`src/rtl/fetch_unit_pkg.sv`:
```
// Shared core package for the fetch front end.
//   ALEN          : address width, taken from the `ALEN macro (32 if not defined)
//   fetch_state_t : fetch FSM states
//   addr_t        : ALEN-wide address type
//   next_seq_pc() : sequential successor PC, wrapping modulo 2^ALEN
`ifndef ALEN
`define ALEN 32
`endif

package fetch_unit_pkg;

  localparam int ALEN = `ALEN;

  typedef logic [ALEN-1:0] addr_t;

  typedef enum logic [2:0] {
    BOOT,
    REQ,
    RESP,
    VALID,
    WAIT_WB
  } fetch_state_t;

  localparam addr_t INSTR_BYTES = addr_t'(4);

  // Carry out of the top bit is dropped, so the last word wraps to address 0.
  function automatic addr_t next_seq_pc(input addr_t pc);
    return pc + INSTR_BYTES;
  endfunction

endpackage

```
`src/rtl/fetch_unit_if.sv`:
```
// Instruction-memory read interface (one request/response pair at a time).
//   req_valid  : request valid             (master -> slave)
//   req_ready  : slave accepts request     (slave  -> master)
//   req_addr   : read address              (master -> slave)
//   resp_valid : response valid            (slave  -> master)
//   resp_data  : 32-bit instruction word   (slave  -> master)
//   resp_fault : access fault for response (slave  -> master)
// Modports: master (fetch unit), slave (memory).
interface fetch_unit_if;
  import fetch_unit_pkg::*;

  logic        req_valid;
  logic        req_ready;
  addr_t       req_addr;
  logic        resp_valid;
  logic [31:0] resp_data;
  logic        resp_fault;

  modport master (
    output req_valid, req_addr,
    input  req_ready, resp_valid, resp_data, resp_fault
  );

  modport slave (
    input  req_valid, req_addr,
    output req_ready, resp_valid, resp_data, resp_fault
  );

endinterface

```
`src/rtl/fetch_unit.sv`:
```
// Instruction fetch front end. Owns the architectural PC, issues one
// instruction-memory read at a time and holds the returned instruction for
// decode until accepted. The next fetch starts only once writeback supplies
// the next PC.
// Ports:
//   clk, rst                    : clock, synchronous active-high reset
//   writeback_update_pc/next_pc : writeback retired an instruction; next PC
//   imem (master)               : instruction-memory request/response
//   next_stalled                : decode cannot accept this cycle
//   fetch_*                     : registered instruction outputs to decode
// Build option: FETCH_MISALIGN_CHECK_EN -- when defined, a PC with
// pc[1:0] != 0 issues no request and produces a fault instruction instead.
module fetch_unit
  import fetch_unit_pkg::*;
#(
  parameter addr_t RESET_PC = '0
) (
  input  logic                clk,
  input  logic                rst,
  input  logic                writeback_update_pc,
  input  addr_t               writeback_next_pc,
  fetch_unit_if.master        imem,
  input  logic                next_stalled,
  output logic                fetch_valid,
  output logic [31:0]         fetch_instruction,
  output addr_t               fetch_instruction_addr,
  output addr_t               fetch_instruction_next_addr,
  output logic                fetch_fault
);

  fetch_state_t state_q, state_d;
  addr_t        pc_q, pc_d;
  // Redirect target captured while a request is being presented; the
  // presented address must not change until the memory accepts it.
  addr_t        pend_pc_q, pend_pc_d;
  // The outstanding request belongs to a superseded PC; drop its response.
  logic         stale_q, stale_d;

  logic         valid_q, valid_d;
  logic [31:0]  instr_q, instr_d;
  addr_t        iaddr_q, iaddr_d;
  addr_t        inext_q, inext_d;
  logic         fault_q, fault_d;

  logic         req_valid;

  // NOTE: every signal gets its hold value first, so no path through the
  // case statement leaves one unassigned and no latch is inferred.
  always_comb begin
    state_d   = state_q;
    pc_d      = pc_q;
    pend_pc_d = pend_pc_q;
    stale_d   = stale_q;
    valid_d   = valid_q;
    instr_d   = instr_q;
    iaddr_d   = iaddr_q;
    inext_d   = inext_q;
    fault_d   = fault_q;
    req_valid = 1'b0;

    case (state_q)
      BOOT: state_d = REQ;

      REQ: begin
`ifdef FETCH_MISALIGN_CHECK_EN
        if (pc_q[1:0] != 2'b00) begin
          // Nothing is outstanding, so a redirect simply replaces the PC.
          if (writeback_update_pc) begin
            pc_d = writeback_next_pc;
          end else begin
            state_d = VALID;
            valid_d = 1'b1;
            instr_d = 32'h0;
            iaddr_d = pc_q;
            inext_d = next_seq_pc(pc_q);
            fault_d = 1'b1;
          end
        end else
`endif
        begin
          req_valid = 1'b1;
          if (writeback_update_pc) begin
            pend_pc_d = writeback_next_pc;
            stale_d   = 1'b1;
          end
          if (imem.req_ready) begin
            state_d = RESP;
            // Address is no longer presented; the redirect can take effect.
            if (writeback_update_pc) pc_d = writeback_next_pc;
            else if (stale_q)        pc_d = pend_pc_q;
          end
        end
      end

      RESP: begin
        if (writeback_update_pc) begin
          pc_d    = writeback_next_pc;
          stale_d = 1'b1;
        end
        if (imem.resp_valid) begin
          if (stale_q || writeback_update_pc) begin
            state_d = REQ;
            stale_d = 1'b0;
          end else begin
            state_d = VALID;
            valid_d = 1'b1;
            instr_d = imem.resp_fault ? 32'h0 : imem.resp_data;
            iaddr_d = pc_q;
            inext_d = next_seq_pc(pc_q);
            fault_d = imem.resp_fault;
          end
        end
      end

      VALID: begin
        // No request is outstanding here, so a redirect needs no stale mark;
        // a simultaneous decode accept still counts, but fetch restarts.
        if (writeback_update_pc) begin
          pc_d    = writeback_next_pc;
          valid_d = 1'b0;
          state_d = REQ;
        end else if (!next_stalled) begin
          valid_d = 1'b0;
          state_d = WAIT_WB;
        end
      end

      WAIT_WB: begin
        if (writeback_update_pc) begin
          pc_d    = writeback_next_pc;
          state_d = REQ;
        end
      end

      default: state_d = BOOT;
    endcase
  end

  // NOTE: sequential state uses non-blocking assignments so all flops update
  // together from pre-edge values, independent of statement order.
  always_ff @(posedge clk) begin
    if (rst) begin
      state_q   <= BOOT;
      pc_q      <= RESET_PC;
      pend_pc_q <= RESET_PC;
      stale_q   <= 1'b0;
      valid_q   <= 1'b0;
      instr_q   <= 32'h0;
      iaddr_q   <= '0;
      inext_q   <= '0;
      fault_q   <= 1'b0;
    end else begin
      state_q   <= state_d;
      pc_q      <= pc_d;
      pend_pc_q <= pend_pc_d;
      stale_q   <= stale_d;
      valid_q   <= valid_d;
      instr_q   <= instr_d;
      iaddr_q   <= iaddr_d;
      inext_q   <= inext_d;
      fault_q   <= fault_d;
    end
  end

  assign imem.req_valid              = req_valid;
  assign imem.req_addr               = pc_q;
  assign fetch_valid                 = valid_q;
  assign fetch_instruction           = instr_q;
  assign fetch_instruction_addr      = iaddr_q;
  assign fetch_instruction_next_addr = inext_q;
  assign fetch_fault                 = fault_q;

endmodule
```
`src/flat_wrapper.sv`:
```
// flat-port wrapper written by rule: the top's interface ports become plain ports
module fetch_unit_flat import fetch_unit_pkg::*;
#(
  parameter addr_t RESET_PC = '0
)
  (clk, rst, writeback_update_pc, writeback_next_pc, next_stalled, fetch_valid, fetch_instruction, fetch_instruction_addr, fetch_instruction_next_addr, fetch_fault, imem_req_valid, imem_req_addr, imem_req_ready, imem_resp_valid, imem_resp_data, imem_resp_fault);
  fetch_unit_if imem_i ();
  input  logic clk;
  input  logic rst;
  input  logic writeback_update_pc;
  input  addr_t writeback_next_pc;
  input  logic next_stalled;
  output logic fetch_valid;
  output logic [31:0] fetch_instruction;
  output addr_t fetch_instruction_addr;
  output addr_t fetch_instruction_next_addr;
  output logic fetch_fault;
  output wire logic [$bits(imem_i.req_valid)-1:0] imem_req_valid;
  output wire logic [$bits(imem_i.req_addr)-1:0] imem_req_addr;
  input wire logic [$bits(imem_i.req_ready)-1:0] imem_req_ready;
  input wire logic [$bits(imem_i.resp_valid)-1:0] imem_resp_valid;
  input wire logic [$bits(imem_i.resp_data)-1:0] imem_resp_data;
  input wire logic [$bits(imem_i.resp_fault)-1:0] imem_resp_fault;
  assign imem_req_valid = imem_i.req_valid;
  assign imem_req_addr = imem_i.req_addr;
  assign imem_i.req_ready = imem_req_ready;
  assign imem_i.resp_valid = imem_resp_valid;
  assign imem_i.resp_data = imem_resp_data;
  assign imem_i.resp_fault = imem_resp_fault;
  fetch_unit #(.RESET_PC(RESET_PC)) u_core (.clk(clk), .rst(rst), .writeback_update_pc(writeback_update_pc), .writeback_next_pc(writeback_next_pc), .imem(imem_i), .next_stalled(next_stalled), .fetch_valid(fetch_valid), .fetch_instruction(fetch_instruction), .fetch_instruction_addr(fetch_instruction_addr), .fetch_instruction_next_addr(fetch_instruction_next_addr), .fetch_fault(fetch_fault));
endmodule
```
`config.mk`:
```
export PLATFORM = sky130hd
export DESIGN_NAME = fetch_unit_flat
export DESIGN_NICKNAME = d
export VERILOG_FILES = /design/src/rtl/fetch_unit_pkg.sv /design/src/rtl/fetch_unit_if.sv /design/src/rtl/fetch_unit.sv /design/src/flat_wrapper.sv
export SDC_FILE = /design/constraint.sdc
export NUM_CORES = 1
export LEC_CHECK = 0
export BUFFER_PORTS_ARGS = -buffer_cell sky130_fd_sc_hd__buf_2
export CAP_MARGIN = 25
export CORE_AREA = 2 2 95 166
export CTS_CLUSTER_SIZE = 30
export DETAILED_ROUTE_END_ITERATION = 10
export DIE_AREA = 0 0 97 168
export PLACE_DENSITY = 0.79
export SLEW_MARGIN = 20
export SYNTH_ARGS = -nofsm -noshare
export SYNTH_HDL_FRONTEND = slang
export SYNTH_SLANG_ARGS = --single-unit
```
`constraint.sdc`:
```
create_clock -name clk -period 2.3 [get_ports clk]
set_input_delay 0.23 -clock clk [delete_from_list [all_inputs] [get_ports clk]]
set_output_delay 0.23 -clock clk [all_outputs]
set_load 0.01 [all_outputs]
```
==> impl_metrics.csv <==
group,metric,value,unit
placed_design,place_area,8150,µm²
synthesis,yosysTopAreaCell,"dfxtp_1",
synthesis,netlist.area_leader.share,47.5,%
layout,final_cells,1201,
sta,max-slew-margin-rel,44.5,%
sta,worst_slack,0.0979,ns
die,core,15100,µm²
clocking,clock_latency,0.42,ns
sta,finalSetupTns,0,ns
synthesis,synthCells,824,
die,initial_utilization,45.8,%
setup_path,rr_startpoint,"u_core.imem.req_addr[2]$_SDFFE_PP0P_",
min_path,hold_path_startpoint,"writeback_next_pc[3]",
clocking,ctsHoldBuffers,0,
route,via_per_inst,5.38,
min_path,whs_endpoint,"u_core.pend_pc_q[3]$_SDFFE_PP0P_",
layout,syn_to_final_growth,26.7,%
die,die_area,16300,µm²
sta,period_share,95.7,%
route,finalWirelength,19200,µm
die,die_x,97,µm
pwr,totalPowerFinal,6.57,mW
setup_path,r2r-end,"u_core.fetch_instruction_next_addr[30]$_SDFFE_PP0P_",
sta,fmax,454,MHz
setup_path,criticalPathCategory,"reg -> reg",
layout,fin_util,58.0,%
sta,grt_setup_unrepaired,"false",
min_path,hold_path_class,"in -> reg",
placed_design,pre_cts_slack,0.117,ns
clocking,root_buffer,"clkbuf_16",
placed_design,portBuffers,201,
synthesis,async_flop_share,0,%
synthesis,synth_nets,896,
clocking,clock_path_buffers,2,
synthesis,yosysUniqueCellTypes,48,
setup_path,cp_max_fo,5,
clocking,cts_tree,"built",
global_route,grt_usage,22.4,%
global_route,grt_pass1_wl,29900,µm
die,placementRows,60,
route,ant_nets,0,
setup_path,rrSetupSlack,0.1,ns
sta,drv_slew,0,
clocking,clock-sinks,164,
layout,finish.instance_area,8750,µm²
global_route,grt.overflow.total,0,
layout,drive_above_1_share,27.7,%
sta,worstMarginPinSlew,0.832,ns
placed_design,dp_hpwl,13500,µm
synthesis,synthTopCellsByCount,"nand2_1, dfxtp_1, a21oi_1, clkbuf_1, a211oi_1",
min_path,holdPathStages,3,
synthesis,yosys_warnings,0,
pwr,irDropWorstVdd,516,µV
synthesis,ys.flop_type,"dfxtp_1",
setup_path,crit_required,2.62,ns
die,die-height,168,µm
synthesis,avgSynthCellArea,8.38,µm²
setup_path,critPathLaunchType,"flip-flop",
synthesis,yosys-top-cells-area,"dfxtp_1, nand2_1, a21oi_1, a211oi_1, mux2i_1",
setup_path,cp.arrival,2.53,ns
setup_path,ff2ff_path_depth,5,
route,post-route-drc-count,0,
setup_path,worstSetupEndpointType,"flip-flop",
clocking,clkTransAtPathRegs,0.07,ns
run_status,status,"completed",
job,drv_cap,0,
synthesis,yosysMostFrequentCell,"nand2_1",
synthesis,ys_seq_area_share,47.5,%
pwr,p_leak,3.50,nW
synthesis,ys_ff_latch,164,
clocking,htree_levels,4,
placed_design,dpl.cell_count,1167,
synthesis,synth_edf_count,0,
synthesis,syn_area,6910,µm²
global_route,antenna_found_initial,0,
layout,nets,1074,
global_route,grt_max_degree,79,
sta,hold_viol,0,
layout,n_antenna_cell,0,
sta,setup_violations,0,
global_route,grt_pass1_vias,5785,
sta,period_needed,2.20,ns
route,vias,6461,
clocking,cts_made_buffers,17,
sta,fin_skew,0.0130,ns
route,wire_per_inst,16.0,µm
placed_design,gp_congestion,0.873,
sta,fin_hold_ws,0.0513,ns
route,drt-initial-drc-count,439,
pwr,p_per_area,751,nW/µm²
die,num_io_pins,202,
route,dr.pass1.iters,4,
cell usage in the layout, fill, tap and decap left out, drive strengths merged, types with 16 or more instances in the layout:
| cell type | instances |
|---|---|
| a21oi | 101 |
| mux2i | 32 |
| nor2 | 32 |
| nand2 | 178 |
| buf | 234 |
| a211oi | 47 |
| a311oi | 16 |
| nand3b | 32 |
| nor3 | 35 |
| clkbuf | 18 |
| dfxtp | 164 |
critical path, cell delays in order (launching register included):
cell and delay (ns):
dfxtp_1 0.34, ha_1 0.22, nand4_1 0.17, or4_4 0.59
or4_1 0.51, a311oi_1 0.27
kinds of logic (layout without fill, tap and decap cells):
group                      Yosys count  in the layout  share of synthesized area, %
adders and majority gates            1              1                         0.181
buffers and inverters               81            272                          4.87
DFF                                164            164                          47.5
xor gates and xnor gates            12             12                          1.52
and+or+nand+nor                    345            345                          24.3
muxes                               32             32                          4.64
AOI/OAI and AO/OA                  189            189                          17.0
power by group:
part	internal, mW	total, mW	switching, mW	leakage [nW]
Combinational	0.310	0.741	0.431	1.89
Sequential	2.95	3.05	0.109	1.33
Clock	1.55	2.78	1.23	0.281
Total	4.81	6.57	1.77	3.50
registers in the layout, summed over array words and instances (netlist names), 3 cells and up:
signal / count
u_core.pend_pc_q: 32
u_core.state_q: 3
u_core.fetch_instruction_next_addr: 32
u_core.imem.req_addr: 32
u_core.fetch_instruction: 32
u_core.fetch_instruction_addr: 30
what timing repair did:
action | CTS | global route
setup buffers | 0 | 2
gates resized for setup | 0 | 1
hold endpoints to repair | 0 | 0
endpoints found under the setup margin | 0 | 2
cell type report:
cell class | count | area [µm²]
fillers | 1382 | 6340
repair buffers | 234 | 1310
multi-input cells | 579 | 3320
inverters | 6 | 22.5
well taps | 186 | 233
clock buffers | 18 | 439
flip-flops and latches | 164 | 3280
clock inverters | 14 | 140
how the worst max path moves through the flow:
stage                                                     from                                                   to  slack [ns]  depth (start not counted)
after floorplan           u_core.imem.req_addr[2]$_SDFFE_PP0P_  u_core.fetch_instruction_next_addr[30]$_SDFFE_PP0P_        0.14                          5
after global placement    u_core.imem.req_addr[2]$_SDFFE_PP0P_  u_core.fetch_instruction_next_addr[26]$_SDFFE_PP0P_        0.17                          5
after detailed placement  u_core.imem.req_addr[2]$_SDFFE_PP0P_  u_core.fetch_instruction_next_addr[26]$_SDFFE_PP0P_        0.12                          5
after CTS                 u_core.imem.req_addr[2]$_SDFFE_PP0P_  u_core.fetch_instruction_next_addr[30]$_SDFFE_PP0P_        0.09                          5
after global routing      u_core.imem.req_addr[2]$_SDFFE_PP0P_  u_core.fetch_instruction_next_addr[30]$_SDFFE_PP0P_        0.03                          5
final                     u_core.imem.req_addr[2]$_SDFFE_PP0P_  u_core.fetch_instruction_next_addr[30]$_SDFFE_PP0P_         0.1                          5
routing by layer:
metal  track usage, %  vias up  wire length [µm]
li1                 -     3270                 -
met1             26.3     2966              7810
met2             38.5      188              9760
met3             5.06       37              1020
met4             10.3        0               637
met5                0        -                 0
Note: power is estimated with default switching activity, not from simulation.
